<file path="src/rtl/cdb_arbiter.sv">
// Round-robin CDB arbiter (ALU, MUL, DIV, LOAD): one registered broadcast per cycle, 1-cycle request-to-broadcast latency.
// Requests are held until acknowledged; the station just granted is masked for one cycle so a stale result is never rebroadcast.
module cdb_arbiter #(
    parameter int                 N_REQ       = 4,
    parameter int                 TAG_W       = 5,
    parameter int                 VAL_W       = 32,
    parameter logic [TAG_W-1:0]   INVALID_TAG = {TAG_W{1'b1}}
) (
    input  logic                   clk,
    input  logic                   in_rst_n,
    input  logic [N_REQ-1:0]       in_req,
    input  logic [N_REQ*TAG_W-1:0] in_tag,
    input  logic [N_REQ*VAL_W-1:0] in_val,
    input  logic [N_REQ*4-1:0]     in_icc,
    input  logic [N_REQ-1:0]       in_icc_we,
    input  logic                   in_flush,
    output logic [N_REQ-1:0]       out_ack,
    output logic                   out_CDB_broadcast,
    output logic [TAG_W-1:0]       out_CDB_tag,
    output logic [VAL_W-1:0]       out_CDB_val,
    output logic [3:0]             out_ICC_flags,
    output logic                   out_tag_err
);

    localparam int PTR_W = (N_REQ > 1) ? $clog2(N_REQ) : 1;

    logic [PTR_W-1:0] ptr_q,   ptr_d;
    logic [N_REQ-1:0] mask_q,  mask_d;
    logic [N_REQ-1:0] ack_q,   ack_d;
    logic             bcast_q, bcast_d;
    logic [TAG_W-1:0] tag_q,   tag_d;
    logic [VAL_W-1:0] val_q,   val_d;
    logic [3:0]       icc_q,   icc_d;
    logic             err_q,   err_d;

    logic [TAG_W-1:0] tag_arr [N_REQ];
    logic [VAL_W-1:0] val_arr [N_REQ];
    logic [3:0]       icc_arr [N_REQ];

    for (genvar i = 0; i < N_REQ; i++) begin : g_unpack
        assign tag_arr[i] = in_tag[i*TAG_W +: TAG_W];
        assign val_arr[i] = in_val[i*VAL_W +: VAL_W];
        assign icc_arr[i] = in_icc[i*4 +: 4];
    end

    logic [N_REQ-1:0] req_eff;
    logic             win_vld;
    logic [PTR_W-1:0] win_idx;
    logic             grant;
    int               scan_sum;
    logic [PTR_W-1:0] scan_idx;

    // Circular priority scan starting at the pointer; first eligible request wins.
    always_comb begin
        req_eff  = in_req & ~mask_q;
        win_vld  = 1'b0;
        win_idx  = ptr_q;
        scan_sum = 0;
        scan_idx = '0;
        for (int k = 0; k < N_REQ; k++) begin
            scan_sum = int'(ptr_q) + k;
            if (scan_sum >= N_REQ) begin
                scan_sum = scan_sum - N_REQ;
            end
            scan_idx = PTR_W'(scan_sum);
            if (!win_vld && req_eff[scan_idx]) begin
                win_vld = 1'b1;
                win_idx = scan_idx;
            end
        end
        grant = win_vld & ~in_flush;
    end

    always_comb begin
        ptr_d   = ptr_q;
        mask_d  = '0;
        ack_d   = '0;
        bcast_d = 1'b0;
        tag_d   = tag_q;
        val_d   = val_q;
        icc_d   = icc_q;
        err_d   = err_q;
        if (grant) begin
            ack_d[win_idx]  = 1'b1;
            mask_d[win_idx] = 1'b1;
            ptr_d = (win_idx == PTR_W'(N_REQ-1)) ? '0 : win_idx + 1'b1;
            // An INVALID_TAG winner is consumed (acked) but never reaches the bus.
            if (tag_arr[win_idx] == INVALID_TAG) begin
                err_d = 1'b1;
            end else begin
                bcast_d = 1'b1;
                tag_d   = tag_arr[win_idx];
                val_d   = val_arr[win_idx];
                if (in_icc_we[win_idx]) begin
                    icc_d = icc_arr[win_idx];
                end
            end
        end
    end

    always_ff @(posedge clk or negedge in_rst_n) begin
        if (!in_rst_n) begin
            ptr_q   <= '0;
            mask_q  <= '0;
            ack_q   <= '0;
            bcast_q <= 1'b0;
            tag_q   <= '0;
            val_q   <= '0;
            icc_q   <= 4'b0000;
            err_q   <= 1'b0;
        end else begin
            ptr_q   <= ptr_d;
            mask_q  <= mask_d;
            ack_q   <= ack_d;
            bcast_q <= bcast_d;
            tag_q   <= tag_d;
            val_q   <= val_d;
            icc_q   <= icc_d;
            err_q   <= err_d;
        end
    end

    assign out_ack           = ack_q;
    assign out_CDB_broadcast = bcast_q;
    assign out_CDB_tag       = tag_q;
    assign out_CDB_val       = val_q;
    assign out_ICC_flags     = icc_q;
    assign out_tag_err       = err_q;

endmodule

</file>
<file path="config.mk">
export PLATFORM = sky130hd
export DESIGN_NAME = cdb_arbiter
export DESIGN_NICKNAME = d
export VERILOG_FILES = /design/src/rtl/cdb_arbiter.sv
export SDC_FILE = /design/constraint.sdc
export NUM_CORES = 1
export LEC_CHECK = 0
export BUFFER_PORTS_ARGS = -buffer_cell sky130_fd_sc_hd__buf_2
export CORE_ASPECT_RATIO = 1.4
export CORE_MARGIN = 8
export CORE_UTILIZATION = 48
export CTS_BUF_LIST = sky130_fd_sc_hd__clkbuf_8
export CTS_CLUSTER_SIZE = 8
export DETAILED_ROUTE_END_ITERATION = 16
export HOLD_SLACK_MARGIN = 0.12
export MAX_ROUTING_LAYER = met4
export PLACE_DENSITY = 0.85
export SETUP_SLACK_MARGIN = 0.5
export SLEW_MARGIN = 15
export SYNTH_ARGS = -nofsm -noshare
export SYNTH_HDL_FRONTEND = slang
export SYNTH_SLANG_ARGS = --single-unit
</file>
<file path="constraint.sdc">
create_clock -name clk -period 3.8 [get_ports clk]
set_clock_uncertainty 0.05 [all_clocks]
set_input_delay 0.76 -clock clk [delete_from_list [all_inputs] [get_ports clk]]
set_output_delay 0.76 -clock clk [all_outputs]
set_load 0.01 [all_outputs]
</file>
==> key figures <==
Outcome
  • Status: finished clean

Critical path
  • Critical path peak fanout: 59
  • Buf/Inv on CP: 2
  • Critical path class: primary input to flip-flop
  • Critical Path RT: 3.94 ns
  • Setup crit end kind: flip-flop
  • Top delay family on crit path: multiplexers
  • Worst-path cell chain: buf_2 > nor2b_1 > a21oi_1 > o21a_4 > buf_4 > mux2i_1 > mux2i_1 > mux2_4
  • Most common cell on crit path: mux2i_1
  • Setup crit start kind: primary input
  • Max stage delay on crit path: 0.70 ns
  • Slowest stage cell, crit path: buf_4
  • CP arrival: 3.14 ns

Final layout
  • Final-stage net count: 693
  • Layout cell share with drive strength beyond 1: 0.538
  • Final Non-Filler Cells: 612
  • N_diodes: 0
  • Final Util: 0.662
  • Filler cell count: 623
  • Area growth syn-to-layout: 34.5%

Yosys
  • Synthesis Warnings: 0
  • Yosys cell types: 34
  • Mapped Cells: 299
  • Main synth FF type: dfrtp_1
  • Seq cells post-synth: 49
  • Syn Area/Cell: 12.1 um2
  • Fraction of registers with async set/reset: 1.00
  • Synthesized area: 3620 um2
  • Post-synthesis sequential area ratio: 0.339
  • Syn_nets: 478
  • Post-synth EDFFs: 0

STA
  • Fin. max-slew vios: 0
  • Setup violators final: 0
  • Worst-margin pin slew: 0.917 ns
  • RSZ-0062 raised after global routing: false
  • Final setup margin: 0.800 ns
  • Min Tclk post-route: 3.00 ns
  • Max-slew headroom at the worst pin: 0.389
  • Setup tns final: 0 ns
  • Fmax: 333 MHz
  • Crit share post-route: 0.789
  • Final Hold Vio Count: 0

CTS
  • CTS buffer count: 5
  • Clock sink count: 49
  • CTS max path bufs: 2
  • Root Driver: clkbuf_8
  • Clk slew on worst S/H paths: 0.08 ns
  • Skew-Pair Late Insertion Delay: 0.29 ns
  • Post_cts resized: 0
  • H-tree levels: 2
  • Setup bufs post-CTS: 0
  • TritonCTS clock tree: built
  • Hold Buf Count CTS: 0

Place
  • Final GP Congestion: 1.01
  • Dpl hpwl: 9.35 mm
  • DP Worst Slack: 0.500 ns
  • Placed insts: 604
  • PortBufs: 221

Floorplan
  • Die ar.: 10600 um2
  • Initial Util: 0.492
  • Die height: 119 um
  • FP Rows: 37
  • Core area: 7360 um2
  • Chip Width: 89.4 um
  • I/O pins: 222

Routing
  • First-pass detailed-route iteration total: 4
  • Antenna viol nets, final: 0
  • Average via count per standard cell: 5.29
  • DR vias: 3236
  • Post-Route WL: 11.2 mm
  • DR iter-0 viols: 134
  • DR WL/cell: 18.3 um
  • DRC viols: 0

Global route
  • Global route overflow: 0
  • GRT Util Overall: 0.211
  • Pin count of the biggest net entering global routing: 60
  • First-pass GRT wire length: 17.2 mm
  • Vias in the first global route: 3760
  • Initial antenna violation count: 0

Pwr
  • Static leakage: 2.66 nW
  • Total power draw: 0.00377 W
  • Worst vdd ir: 0.434 mV
  • Power per cell area: 775 nW/um2

Hold path
  • Worst min path class: primary input to asynchronous set/reset pin

Flow run
  • Max-Cap Viols: 0
==> flip-flops by register name, summed over array words and instances (netlist names) <==
signal,cells
out_CDB_broadcast,1
out_CDB_tag,5
out_ack,4
ptr_q,2
out_tag_err,1
out_ICC_flags,4
out_CDB_val,32
==> final cells by class <==
class	instances	area (um2)	share of cell area
multi-input combinational	224	2260	0.464
timing repair buffer	227	1150	0.237
clock inverter	3	13.8	0.00283
sequential	49	1230	0.252
tap	97	121	0.0249
inverter	7	26.3	0.00539
clock buffer	5	68.8	0.0141
==> path summary, 6_finish.rpt <==
check,startpoint,to,slack [ns],cells after the start
min in group clk,out_tag_err,out_tag_err,0.43,1
max in group asynchronous,in_rst_n,out_CDB_val[13],2.86,1
setup reg to reg,out_ack[3],out_CDB_tag[0],0.86,7
hold reg to reg,out_tag_err,out_tag_err,0.43,1
hold / removal,in_rst_n,out_CDB_val[4],0.42,1
setup / recovery,in_req[0],out_CDB_tag[0],0.80,8
==> cells by family after synthesis <==
family | after synthesis | synth area share
and+or+nand+nor | 30 | 0.0490
buffers and inverters | 26 | 0.0401
adders and majority gates | 4 | 0.0138
DFF | 49 | 0.339
muxes | 167 | 0.509
AOI/OAI and AO/OA | 23 | 0.0497
==> layout by cell type, fill, tap and decap left out, types with 2 or more instances in the layout <==
| master | instances |
|---|---|
| inv_1 | 8 |
| and2_1 | 5 |
| buf_4 | 7 |
| o22a_1 | 2 |
| clkbuf_8 | 5 |
| buf_2 | 220 |
| clkinv_2 | 2 |
| nand4_1 | 2 |
| mux2_4 | 31 |
| or2_2 | 3 |
| o211ai_1 | 5 |
| nor2_1 | 3 |
| and4_1 | 2 |
| mux2_2 | 5 |
| dfrtp_1 | 49 |
| nand2_1 | 6 |
| ha_1 | 4 |
| mux2i_1 | 123 |
| nor2b_1 | 4 |
| mux2_1 | 8 |
| a21oi_1 | 4 |
| nand2b_1 | 4 |
==> per-layer routing <==
metal | wire length (um) | up-vias | global-route usage | part of all wire
met5 | 0 | - | - | 0
met4 | 233 | 0 | 0.0617 | 0.021
met3 | 691 | 20 | 0.0312 | 0.062
met2 | 5900 | 166 | 0.372 | 0.53
met1 | 4360 | 1520 | 0.233 | 0.39
li1 | - | 1530 | - | -
==> cell usage after synthesis (all sizes together), types with 5 or more instances <==
cell	number	area, um2
mux2i	123	1230
dfrtp	49	1230
mux2	44	612
buf	15	104
inv	7	26.3
nand2	6	22.5
and2	5	31.3
nand2b	5	38.8
o211ai	5	37.5
==> through the flow <==
stage,hold WS (ns),cell area [um2]
finish,0.416,4870
global route,0.457,4870
CTS,0.434,4870
detailed placement,0.413,4790
global placement,0.415,4790
floorplan,0.414,3620
==> worst reg2reg max path, cell delays in order (launching register included) <==
cell	delay, ns
dfrtp_1	0.41
nand2b_1	0.21
a21boi_1	0.39
o21a_4	0.24
buf_4	0.70
mux2i_1	0.44
mux2i_1	0.13
mux2_4	0.27
==> report_power, final <==
part | switching, W | internal (W)
logic | 0.00120 | 0.00134
registers | 0.000158 | 0.000790
clock network | 0.000165 | 0.000125
total | 0.00152 | 0.00225
Note: power is estimated with default switching activity, not from simulation.
